<file path="src/rtl/round_sequencer.sv">
// rtl/round_sequencer.sv - guess-row sequencer: debounced peg entry, scoring handshake, score hold, win/lose
module round_sequencer #(
    parameter int DEBOUNCE_CYCLES = 15000000,
    parameter int HOLD_CYCLES     = 25000000,
    parameter int NUM_ROWS        = 8
) (
    input  logic        i_clk,
    input  logic        i_rst_n,
    input  logic        i_tap_valid,
    input  logic [2:0]  i_tap_col,
    input  logic        i_score_ack,
    input  logic [2:0]  i_score_black,
    input  logic [2:0]  i_score_white,
    output logic [11:0] o_guess,
    output logic [2:0]  o_row,
    output logic        o_score_req,
    output logic [2:0]  o_black_out,
    output logic [2:0]  o_white_out,
    output logic [3:0]  o_col_led,
    output logic        o_next_round,
    output logic        o_game_won,
    output logic        o_game_lost
);

    localparam logic [24:0] DEB_LOAD  = 25'(DEBOUNCE_CYCLES);
    // Hold counter runs HOLD_LOAD..0, so SHOW lasts exactly HOLD_CYCLES cycles.
    localparam logic [24:0] HOLD_LOAD = (HOLD_CYCLES > 0) ? 25'(HOLD_CYCLES - 1) : 25'd0;
    localparam logic [2:0]  ROW_TOP   = 3'(NUM_ROWS - 1);

    typedef enum logic [2:0] {S_EDIT, S_SCORE, S_SHOW, S_WON, S_LOST} state_t;

    state_t      r_state;
    state_t      w_state_nxt;
    logic [24:0] r_deb;
    logic [24:0] r_hold;
    logic [11:0] r_guess;
    logic [2:0]  r_row;
    logic [2:0]  r_black;
    logic [2:0]  r_white;
    logic [3:0]  r_col_led;
    logic        r_next_round;

    logic        w_full;
    logic        w_tap_ok;
    logic        w_col_tap;
    logic        w_submit;
    logic        w_ack;
    logic        w_hold_done;
    logic [2:0]  w_field;
    logic [2:0]  w_field_nxt;
    logic [2:0]  w_black_clamp;
    logic [2:0]  w_white_lim;
    logic [2:0]  w_white_clamp;

    always_comb begin
        w_full        = (|r_guess[2:0]) && (|r_guess[5:3]) && (|r_guess[8:6]) && (|r_guess[11:9]);
        w_tap_ok      = (r_state == S_EDIT) && i_tap_valid && (r_deb == 25'd0);
        w_col_tap     = w_tap_ok && !i_tap_col[2];
        w_submit      = w_tap_ok && (i_tap_col == 3'd4) && w_full;
        w_ack         = (r_state == S_SCORE) && i_score_ack;
        w_hold_done   = (r_state == S_SHOW) && (r_hold == 25'd0);
        w_field       = r_guess[i_tap_col[1:0]*3 +: 3];
        w_field_nxt   = (w_field >= 3'd6) ? 3'd1 : w_field + 3'd1;
        w_black_clamp = (i_score_black > 3'd4) ? 3'd4 : i_score_black;
        w_white_lim   = 3'd4 - w_black_clamp;
        w_white_clamp = (i_score_white > w_white_lim) ? w_white_lim : i_score_white;
    end

    always_comb begin
        w_state_nxt = r_state;
        case (r_state)
            S_EDIT:  if (w_submit) w_state_nxt = S_SCORE;
            S_SCORE: if (w_ack) w_state_nxt = (w_black_clamp == 3'd4) ? S_WON : S_SHOW;
            S_SHOW:  if (w_hold_done) w_state_nxt = (r_row == 3'd0) ? S_LOST : S_EDIT;
            default: w_state_nxt = r_state;
        endcase
    end

    always_ff @(posedge i_clk or negedge i_rst_n) begin
        if (!i_rst_n) begin
            r_state <= S_EDIT;
        end else begin
            r_state <= w_state_nxt;
        end
    end

    always_ff @(posedge i_clk or negedge i_rst_n) begin
        if (!i_rst_n) begin
            r_deb        <= '0;
            r_hold       <= '0;
            r_guess      <= '0;
            r_row        <= ROW_TOP;
            r_black      <= '0;
            r_white      <= '0;
            r_col_led    <= '0;
            r_next_round <= 1'b0;
        end else begin
            r_next_round <= 1'b0;

            // Opening a new row forces the debounce window closed so the first tap counts.
            if (w_col_tap || w_submit) begin
                r_deb <= DEB_LOAD;
            end else if (w_hold_done) begin
                r_deb <= '0;
            end else if (r_deb != 25'd0) begin
                r_deb <= r_deb - 25'd1;
            end

            if (w_col_tap) begin
                r_col_led                      <= 4'b0001 << i_tap_col[1:0];
                r_guess[i_tap_col[1:0]*3 +: 3] <= w_field_nxt;
            end

            if (w_ack) begin
                r_black <= w_black_clamp;
                r_white <= w_white_clamp;
                r_hold  <= HOLD_LOAD;
            end else if ((r_state == S_SHOW) && (r_hold != 25'd0)) begin
                r_hold <= r_hold - 25'd1;
            end

            if (w_hold_done && (r_row != 3'd0)) begin
                r_row        <= r_row - 3'd1;
                r_guess      <= '0;
                r_black      <= '0;
                r_white      <= '0;
                r_col_led    <= '0;
                r_next_round <= 1'b1;
            end
        end
    end

    assign o_guess      = r_guess;
    assign o_row        = r_row;
    assign o_score_req  = (r_state == S_SCORE);
    assign o_black_out  = r_black;
    assign o_white_out  = r_white;
    assign o_col_led    = r_col_led;
    assign o_next_round = r_next_round;
    assign o_game_won   = (r_state == S_WON);
    assign o_game_lost  = (r_state == S_LOST);

endmodule

</file>
<file path="config.mk">
export PLATFORM = sky130hd
export DESIGN_NAME = round_sequencer
export DESIGN_NICKNAME = d
export VERILOG_FILES = /design/src/rtl/round_sequencer.sv
export SDC_FILE = /design/constraint.sdc
export NUM_CORES = 1
export LEC_CHECK = 0
export ABC_AREA = 1
export BUFFER_PORTS_ARGS = -buffer_cell sky130_fd_sc_hd__buf_2
export CORE_MARGIN = 3
export CORE_UTILIZATION = 60
export CTS_CLUSTER_DIAMETER = 200
export DETAILED_ROUTE_END_ITERATION = 12
export PLACE_DENSITY_LB_ADDON = 0.1
export SYNTH_ARGS = -nofsm -noshare
export SYNTH_HDL_FRONTEND = slang
export SYNTH_SLANG_ARGS = --single-unit
</file>
<file path="constraint.sdc">
create_clock -name i_clk -period 3.3 [get_ports i_clk]
set_clock_uncertainty 0.05 [all_clocks]
set_input_delay 0.165 -clock i_clk [delete_from_list [all_inputs] [get_ports i_clk]]
set_output_delay 0.165 -clock i_clk [all_outputs]
set_load 0.005 [all_outputs]
</file>
==> out/metrics.cfg <==
[status]
outcome=finished clean

[finish]
final_core_util_pct=68.7
antenna_cells=0
fin_cells=861
fin_nets=782
fill_cells=722
stdcell_area_mm2=0.00573
area_growth_pct=9.78
layout-drive-gt1-share_pct=16.7

[critical_path]
r2r_cells=9
end_kind=flop
path_buf_inv=3
worstPathRequired_ns=3.49
worstPathArrival_ns=2.57
cp_top_family=simple AND/OR/NAND/NOR gates
cp_cell_sequence=inv_2 -> nor2_1 -> nand2_1 -> nor2_2 -> inv_2 -> nand2_4 -> inv_2 -> nand2_1 -> nand2_1
criticalPathCategory=reg2reg
cp_max_fo=27
reg2reg_from=r_state[0]
start_kind=flop
max_stage_delay_ns=0.50
worstReg2RegEnd=r_hold[18]
slowest_stage=nor2_2
r2r_setup_slack_ns=0.92

[global_routing]
grt_overflow_total=0
grt_max_degree=80
grt_usage_pct=24.9
grt_pass1_wl_um=20300
antenna_found_initial=0
grt_pass1_vias=4436

[timing]
setup_tns_ns=0
hold-worst-slack_ns=0.0558
fin_crit_sh_pct=72.1
tightest_slew_ns=0.983
setup_viol=0
hold_violations=0
layout_min_cycle_time_ns=2.38
finalMaxSlewViolations=0
rsz0062_at_grt=false
worst_slack_ns=0.922
slew-limit-headroom_pct=34.5
clock.fmax_mhz=421

[synthesis]
synth_area_mm2=0.00522
synth_cell_types=35
synthesis.instances=709
synthDominantCellAreaShare_pct=36.4
synth_top_area_cell=dfrtp_1
synth_edf_count=0
ys_seq_area_share_pct=37.9
synthesis.nets=740
synth_warnings=0
async_reset_ff_share_pct=100
synth_flop_cell=dfrtp_1
ys_seq_elements=79
synthTopCellsByArea=dfrtp_1, nand2_1, nor2_1
synth.avg_cell_area_um2=7.36

[placed_design]
port_buffers=41
placed_area_mm2=0.00549
dp_slack_ns=0.974
dp_hpwl_um=8620
place.gp.congestion=0.952
dp_cells=844

[clocking]
cts_resized=0
clockBufferDepth=2
numClockSinks=79
cts.clk_slew.worst_paths_ns=0.09
cts_made_buffers=9
cts_setup_buffers=0
cts_tree=yes
htree_levels=3
cts-hold-fix-buffers=1
insertion_delay_ns=0.35
cts_root_buf=clkbuf_8

[drt]
wl_per_cell_um=13.3
drt_iter0_markers=262
wl_met3_um=655
drcViolationCount=0
viasPerCell=5.38
ant_nets=0
wl_met1_um=5430
highest-signal-layer=met4
num_vias=4628
wl_um=11400
met2_length_um=5160
dr.pass1.iters=5

[job]
maxCapViolCount=0

[hold_path]
worst_hold_path_type=in2reg
hold_path_end=o_black_out[1]
whs_path_depth=3
min_from=i_score_black[1]

[pwr]
power_mw=1.95
power_switching_mw=0.447
power_frac_seq_pct=50.5
p_comb_share_pct=6.1
clkPwrFrac_pct=43.4
p_leak_nw=2.94
power_density_mw_per_mm2=340
ir_drop_mv=0.246
p_int_mw=1.50
switching_share_pct=23.0

[floorplanning]
dieArea_mm2=0.00986
initial_core_util_pct=62.6
die_h_um=99.3
coreArea_mm2=0.00834
row_count=33
die_w_um=99.3
pin_count=42

worst max-delay path by stage:
stage	from	end	slack, ns	cells after the start
floorplan	i_score_black[2]	o_white_out[0]	1.44	13
global placement	r_state[0]	r_hold[8]	1.07	9
detailed placement	r_state[0]	r_hold[18]	0.97	9
CTS	r_state[0]	r_hold[18]	0.96	9
global route	r_state[0]	r_hold[22]	0.61	9
finish	r_state[0]	r_hold[18]	0.92	9
synth_stat cells, types with 2 or more instances:
master / instances
buf_6: 3
or2_2: 3
nor3_1: 9
nor2_4: 8
a21oi_1: 11
clkbuf_1: 3
nor2_1: 101
nor2_2: 17
xor2_1: 21
nand3_4: 5
nand3_1: 60
xnor2_1: 4
dfrtp_1: 76
o211ai_1: 4
inv_1: 86
dfstp_2: 3
buf_2: 4
nand4_1: 20
inv_2: 6
nor3_4: 2
o31ai_1: 3
o21ai_2: 13
o21ai_1: 8
o21ai_0: 24
ha_1: 18
nand2_1: 177
nand2_2: 10
nand3b_1: 3
kinds of logic after synthesis:
| kind of cell | count (synthesis) | synth area share, % |
|---|---|---|
| fa+ha+maj | 18 | 4.31 |
| simple gates | 420 | 38.1 |
| buf+inv | 103 | 8.00 |
| xor+xnor | 25 | 4.19 |
| flops | 79 | 37.9 |
| compound gates | 64 | 7.45 |
power groups by stage:
stage	combinational, mW	clock (mW)	sequential [mW]
after CTS	0.120	0.857	0.983
after global placement	0.114	0	1.00
after detailed placement	0.118	0	1.00
after floorplan	0.0717	0	1.00
after global routing	0.138	0.894	0.984
final	0.118	0.845	0.983
final cells by class:
cell class                 instances  area [µm²]  share of cell area (%)
multi-input combinational        527        2820                    49.2
clock buffer                      13         169                    2.95
timing repair buffer              42         218                    3.80
sequential                        79        1980                    34.6
tap                              105         131                    2.29
clock inverter                     3        65.1                    1.14
inverter                          92         345                    6.02
flip-flops by register name, indices dropped and copies added, names as in the netlist:
| signal | flops |
|---|---|
| r_state | 3 |
| o_guess | 12 |
| o_white_out | 3 |
| r_hold | 25 |
| o_next_round | 1 |
| r_deb | 25 |
| o_col_led | 4 |
| o_black_out | 3 |
| o_row | 3 |
per-layer routing:
metal	vias to the layer above	global-route usage (%)
li1	2345	-
met5	-	0
met2	125	38.1
met3	15	4.00
met1	2143	36.3
met4	0	8.19
worst register-to-register path, delay by kind of cell (launching register included):
kind                   cells  cell delay, ns
AND/OR/NAND/NOR            6            1.21
buffers and inverters      3            0.56
flip-flops                 1            0.45
cell usage in the layout, fill, tap and decap left out, types with 6 or more instances in the layout:
cell / Yosys / routed
buf_2: 4 / 40
o21ai_1: 8 / 8
nand3_1: 60 / 60
dfrtp_1: 76 / 76
nand2_2: 10 / 10
ha_1: 18 / 18
a21oi_1: 11 / 11
clkbuf_8: 0 / 12
nor2_4: 8 / 8
inv_1: 86 / 86
nor3_1: 9 / 9
inv_2: 6 / 6
nand4_1: 20 / 20
nor2_1: 101 / 101
o21ai_0: 24 / 24
o21ai_2: 13 / 13
nor2_2: 17 / 17
xor2_1: 21 / 21
nand2_1: 177 / 177
Power figures use the tool's default switching activity.
